## src/rtl/lsu_pkg.sv

```systemverilog
// Shared op codes, FSM state and access-size types for the MEM-stage load/store sequencer.
package lsu_pkg;

    localparam logic [5:0] OP_LB  = 6'b001011;
    localparam logic [5:0] OP_LH  = 6'b001100;
    localparam logic [5:0] OP_LW  = 6'b001101;
    localparam logic [5:0] OP_LBU = 6'b001110;
    localparam logic [5:0] OP_LHU = 6'b001111;
    localparam logic [5:0] OP_SB  = 6'b010000;
    localparam logic [5:0] OP_SH  = 6'b010001;
    localparam logic [5:0] OP_SW  = 6'b010010;

    typedef enum logic [1:0] {
        ST_IDLE = 2'd0,
        ST_REQ  = 2'd1,
        ST_DONE = 2'd2
    } state_e;

    typedef enum logic [1:0] {
        SZ_BYTE = 2'd0,
        SZ_HALF = 2'd1,
        SZ_WORD = 2'd2
    } size_e;

    function automatic logic is_ls(input logic [5:0] op);
        return (op >= OP_LB) && (op <= OP_SW);
    endfunction

    function automatic logic is_load(input logic [5:0] op);
        return (op >= OP_LB) && (op <= OP_LHU);
    endfunction

    function automatic size_e op_size(input logic [5:0] op);
        size_e sz;
        case (op)
            OP_LB, OP_LBU, OP_SB: sz = SZ_BYTE;
            OP_LH, OP_LHU, OP_SH: sz = SZ_HALF;
            default:              sz = SZ_WORD;
        endcase
        return sz;
    endfunction

endpackage

```

## src/rtl/lsu_lane_format.sv

```systemverilog
// Combinational lane logic: byte enables, store-lane replication and load extract/extend.
module lsu_lane_format
    import lsu_pkg::*;
(
    input  logic [5:0]  op,
    input  logic [1:0]  offset,
    input  logic [31:0] store_data,
    input  logic [31:0] rdata,
    output logic [3:0]  be,
    output logic [31:0] wdata,
    output logic [31:0] load_fmt
);

    logic [7:0]  byte_sel;
    logic [15:0] half_sel;

    always_comb begin
        be       = 4'b1111;
        wdata    = store_data;
        byte_sel = rdata[{offset, 3'b000} +: 8];
        half_sel = rdata[{offset[1], 4'b0000} +: 16];
        case (op_size(op))
            SZ_BYTE: begin
                be    = 4'b0001 << offset;
                wdata = {4{store_data[7:0]}};
            end
            SZ_HALF: begin
                be    = 4'b0011 << {offset[1], 1'b0};
                wdata = {2{store_data[15:0]}};
            end
            default: begin
                be    = 4'b1111;
                wdata = store_data;
            end
        endcase
    end

    always_comb begin
        case (op)
            OP_LB:   load_fmt = {{24{byte_sel[7]}}, byte_sel};
            OP_LBU:  load_fmt = {24'h000000, byte_sel};
            OP_LH:   load_fmt = {{16{half_sel[15]}}, half_sel};
            OP_LHU:  load_fmt = {16'h0000, half_sel};
            default: load_fmt = rdata;
        endcase
    end

endmodule

```

## src/rtl/lsu_mem_ctrl.sv

```systemverilog
// MEM-stage load/store sequencer: req/ack data-memory transaction with timeout and pipeline stall.
// Optional misaligned-access trap is enabled by defining LSU_MISALIGN_CHECK_EN.
module lsu_mem_ctrl
    import lsu_pkg::*;
#(
    parameter int unsigned TIMEOUT_CYCLES = 255
) (
    input  logic        clk,
    input  logic        rst_n,
    input  logic        op_valid,
    input  logic [5:0]  aluSelect,
    input  logic [31:0] address,
    input  logic [31:0] store_data,
    output logic        stall,
    output logic [31:0] load_data,
    output logic        load_valid,
    output logic        bus_err,
    output logic        misalign,
    output logic        dmem_req,
    output logic        dmem_we,
    output logic [31:0] dmem_addr,
    output logic [3:0]  dmem_be,
    output logic [31:0] dmem_wdata,
    input  logic [31:0] dmem_rdata,
    input  logic        dmem_ack
);

    localparam logic [7:0] LAST_COUNT = 8'(TIMEOUT_CYCLES - 1);

    state_e      state_q, state_d;
    logic [5:0]  op_q, op_d;
    logic [31:0] addr_q, addr_d;
    logic [31:0] sd_q, sd_d;
    logic [7:0]  cnt_q, cnt_d;
    logic        err_q, err_d;
    logic [31:0] load_data_q, load_data_d;
    logic        accept;
    logic [3:0]  lane_be;
    logic [31:0] lane_wdata;
    logic [31:0] lane_load;
`ifdef LSU_MISALIGN_CHECK_EN
    logic        mis_q, mis_d;
    logic        misaligned;
    size_e       acc_size;
`endif

    lsu_lane_format u_lane (
        .op         (op_q),
        .offset     (addr_q[1:0]),
        .store_data (sd_q),
        .rdata      (dmem_rdata),
        .be         (lane_be),
        .wdata      (lane_wdata),
        .load_fmt   (lane_load)
    );

    assign accept = (state_q == ST_IDLE) && op_valid && is_ls(aluSelect);

`ifdef LSU_MISALIGN_CHECK_EN
    always_comb begin
        acc_size   = op_size(aluSelect);
        misaligned = ((acc_size == SZ_HALF) && address[0]) ||
                     ((acc_size == SZ_WORD) && (address[1:0] != 2'b00));
    end
`endif

    always_ff @(posedge clk or negedge rst_n) begin
        if (!rst_n) begin
            state_q     <= ST_IDLE;
            op_q        <= '0;
            addr_q      <= '0;
            sd_q        <= '0;
            cnt_q       <= '0;
            err_q       <= 1'b0;
            load_data_q <= '0;
`ifdef LSU_MISALIGN_CHECK_EN
            mis_q       <= 1'b0;
`endif
        end else begin
            state_q     <= state_d;
            op_q        <= op_d;
            addr_q      <= addr_d;
            sd_q        <= sd_d;
            cnt_q       <= cnt_d;
            err_q       <= err_d;
            load_data_q <= load_data_d;
`ifdef LSU_MISALIGN_CHECK_EN
            mis_q       <= mis_d;
`endif
        end
    end

    // Ack is tested before the timeout compare so an ack on the final count still completes normally.
    always_comb begin
        state_d     = state_q;
        op_d        = op_q;
        addr_d      = addr_q;
        sd_d        = sd_q;
        cnt_d       = cnt_q;
        err_d       = err_q;
        load_data_d = load_data_q;
`ifdef LSU_MISALIGN_CHECK_EN
        mis_d       = mis_q;
`endif
        case (state_q)
            ST_IDLE: begin
                if (accept) begin
                    op_d        = aluSelect;
                    addr_d      = address;
                    sd_d        = store_data;
                    cnt_d       = '0;
                    err_d       = 1'b0;
                    load_data_d = '0;
                    state_d     = ST_REQ;
`ifdef LSU_MISALIGN_CHECK_EN
                    mis_d       = misaligned;
                    if (misaligned) begin
                        state_d = ST_DONE;
                    end
`endif
                end
            end
            ST_REQ: begin
                if (dmem_ack) begin
                    load_data_d = is_load(op_q) ? lane_load : 32'h0;
                    state_d     = ST_DONE;
                end else if (cnt_q == LAST_COUNT) begin
                    err_d       = 1'b1;
                    load_data_d = '0;
                    state_d     = ST_DONE;
                end else begin
                    cnt_d = cnt_q + 8'd1;
                end
            end
            ST_DONE: state_d = ST_IDLE;
            default: state_d = ST_IDLE;
        endcase
    end

    always_comb begin
        dmem_req   = (state_q == ST_REQ);
        dmem_we    = dmem_req && !is_load(op_q);
        dmem_addr  = {addr_q[31:2], 2'b00};
        dmem_be    = dmem_req ? lane_be : 4'b0000;
        dmem_wdata = dmem_req ? lane_wdata : 32'h0;
        stall      = accept || dmem_req;
        load_data  = load_data_q;
        bus_err    = (state_q == ST_DONE) && err_q;
`ifdef LSU_MISALIGN_CHECK_EN
        misalign   = (state_q == ST_DONE) && mis_q;
        load_valid = (state_q == ST_DONE) && is_load(op_q) && !err_q && !mis_q;
`else
        misalign   = 1'b0;
        load_valid = (state_q == ST_DONE) && is_load(op_q) && !err_q;
`endif
    end

endmodule

```

## config.mk

```make
export PLATFORM = sky130hd
export DESIGN_NAME = lsu_mem_ctrl
export DESIGN_NICKNAME = d
export VERILOG_FILES = /design/src/rtl/lsu_pkg.sv /design/src/rtl/lsu_lane_format.sv /design/src/rtl/lsu_mem_ctrl.sv
export SDC_FILE = /design/constraint.sdc
export NUM_CORES = 1
export LEC_CHECK = 0
export ABC_CLOCK_PERIOD_IN_PS = 5200
export CAP_MARGIN = 20
export CORE_MARGIN = 2
export CORE_UTILIZATION = 49
export CTS_CLUSTER_DIAMETER = 120
export DETAILED_ROUTE_END_ITERATION = 12
export PLACE_DENSITY = 0.87
export SLEW_MARGIN = 20
export SYNTH_ARGS = -nofsm -noshare
export SYNTH_HDL_FRONTEND = slang
export SYNTH_SLANG_ARGS = --single-unit
```

## constraint.sdc

```tcl
create_clock -name clk -period 5.2 [get_ports clk]
set_clock_uncertainty 0.2 [all_clocks]
set_input_delay 1.04 -clock clk [delete_from_list [all_inputs] [get_ports clk]]
set_output_delay 1.04 -clock clk [all_outputs]
set_load 0.02 [all_outputs]
```

==> results.md <==
- Ys flop type: dfrtp_1
- Peak VDD IR: between 0.0002 and 0.00025 V
- Top cells by count, synth: 207 x nand2_1, 113 x dfrtp_1, 59 x nor2_1, 34 x buf_4, 31 x mux2i_1
- Initial core utilization: 0.508
- Fin. max-slew vios: 0
- Yosys reg bits: 113
- Total Power: a little over 3000 µW
- First-pass GRT wire length: 29.2 mm
- Share of cells above drive strength 1: 0.0652
- Avg Synthesized Cell Area: ~8.8 µm²
- Yosys cell types: 54
- DR iter-0 viols: roughly 320
- CTS buffer count: 17
- Ys async rst share: 1.00
- CTS tree: yes
- Crit path kind: register to output port
- RSZ-0062 raised after global routing: no
- CP Launch Type: register
- Status: finished clean
- Post-synth design cell area: approximately 0.006 mm²
- Detailed-route via count: 5464
- Leakage power: between 0.003 and 0.004 µW
- Gr ovfl total: 0
- Post-synth EDFFs: 0
- PortBufs: approximately 210
- Leading post-synthesis cells by cell area: dfrtp_1 48%, nand2_1 13%, mux2i_1 5.3%, buf_4 4.4%, nor2_1 3.8%
- Critical Path RT: 3.96 ns
- Final period utilization: 0.902
- Post-synth top area share: 0.483
- Number of diodes: 0
- Initial antenna violation count: 0
- Hold Path Class: register to register
- CTS sink count: between 100 and 150
- Largest net degree at the start of global routing: 88
- Setup Total Neg Slack: 0 ns
- Fin util: 0.732
- Slew @ Worst Pin: 0.886 ns
- Most common cell in the netlist: nand2_1
- Die ar.: between 0.01 and 0.015 mm²
- Root Buffer Master: clkbuf_16
- Number of setup buffers added after CTS: 0
- Yosys top cell by area: dfrtp_1
- Final nets: approximately 940
- Worst Setup Slack, final: around 0.5 ns
- Pre-CTS WS: 0.956 ns
- Die Width: about 110 µm
- Remaining DRCs: 0
- Chip Height: between 100 and 150 µm
- Routed wire per std cell: about 18 µm
- Placer Congestion: slightly above 0.9
- Hpwl dp: approximately 12 mm
- Hold Vio Cnt, Final: 0
- Synthesis Warnings: 0
- H-tree depth: 4
- Vias in the first global route: roughly 5800
- Fmax: around 210 MHz
- Clock Tree Buf Depth: 2
- Synth-to-layout area growth: 44.0%
- I/O pin total: ~210
- Routed Wire Length: roughly 18 mm
- Sequential share of the synthesized area: 0.483
- Critical path data arrival time: about 3.5 ns
- Reg2Reg Setup Slack: about 2.5 ns
- PD cells: roughly 370 mW/mm²
- Placement row count: 39
- Post-CTS Resized: 0
- Total GRT Usage: 0.288
- Final min period: ~4.7 ns
- Hold Buf Count CTS: 0
- Clock Latency Late Sink: between 0.4 and 0.5 ns
- Final ANT Viol Nets: 0
- Core footprint: around 0.012 mm²
- Critical Path Sink Type: output port
- Worst-path clk slew: about 0.06 ns
- Max_cap viols: 0
- Crit-path max FO: 18
- Syn Inst Count: roughly 660
- Slew margin rel.: 0.410
- Drt pass-1 iters: 5
- Final setup viols: 0
- Vias/cell: between 5 and 6
- Hold Worst Slack: ~0.27 ns
==> layer usage <==
metal  routed length (µm)  vias up  global-route usage
li1                     -     2514                   -
met1                 7020     2616               0.353
met2                 8980      272               0.486
met3                 1150       62              0.0621
met4                  829        0               0.139
met5                    0        -                   0
==> per-stage QoR <==
stage          area (µm²)  cells
2_1_floorplan        5860    666
5_1_grt              8430    987
6_report             8430    987
4_1_cts              8430    987
3_3_place_gp         7790    955
3_5_place_dp         7790    955
==> cell families after synthesis <==
family / count (synthesis) / share of synthesized area
buffers and inverters: 95 / 0.0880
adder cells (fa/ha/maj): 3 / 0.00598
other: 1 / 0.000640
AND/OR/NAND/NOR: 308 / 0.220
XOR/XNOR: 5 / 0.00748
AO/OA/AOI/OAI: 107 / 0.138
flip-flops: 113 / 0.483
multiplexers: 32 / 0.0568
==> state kept, by name, indices dropped and copies added (netlist names) <==
name and flops:
addr_q 32, err_q 1, state_q 2, op_q 6, sd_q 32, load_data 32
cnt_q 8
==> path summary, 6_finish.rpt <==
check,end,from,cells after the start
min reg2reg,addr_q[31],addr_q[31],2
max reg2reg,load_data[13],state_q[1],6
max in group asynchronous,op_q[0],rst_n,2
min,addr_q[31],addr_q[31],2
min in group asynchronous,addr_q[12],rst_n,1
max,dmem_wdata[19],op_q[2],7
==> cells in the final DEF, fill, tap and decap left out, types with 3 or more instances in the layout <==
cell	instances
a211oi_1	8
a21o_1	8
a21oi_1	17
a22o_1	7
and2_1	4
buf_4	11
bufinv_16	4
clkbuf_16	17
clkdlybuf4s50_1	207
clkinv_4	3
clkinvlp_4	3
conb_1	3
dfrtp_1	113
inv_1	22
inv_6	4
mux2i_1	31
nand2_1	207
nand2b_1	9
nand3_1	7
nor2_1	58
nor2b_1	3
nor3_1	3
o21ai_0	16
o221ai_1	15
o2bb2ai_1	18
o31ai_1	4
or3_1	3
xnor2_1	4
==> critical path, cell delays in order, from the launching register on <==
cell	delay, ns
dfrtp_1	0.48
xor2_1	0.20
and3_4	0.23
a41oi_4	0.18
buf_4	0.28
and2_1	0.75
mux2i_1	0.28
clkdlybuf4s50_1	0.63
==> power by group <==
| group | switching [µW] | internal [µW] |
|---|---|---|
| Combinational | 380 | 328 |
| Sequential | 113 | 1020 |
| Clock | 443 | 822 |
| Total | 937 | 2170 |
==> cell type report <==
| class | instances | area (µm²) |
|---|---|---|
| fillers | 787 | 3080 |
| well taps | 143 | 179 |
| multi-input cells | 458 | 2530 |
| inverters | 22 | 82.6 |
| flip-flops and latches | 113 | 2830 |
| repair buffers | 219 | 2170 |
| clock inverters | 14 | 204 |
| clock buffers | 18 | 439 |
(Power assumes the default switching activity.)
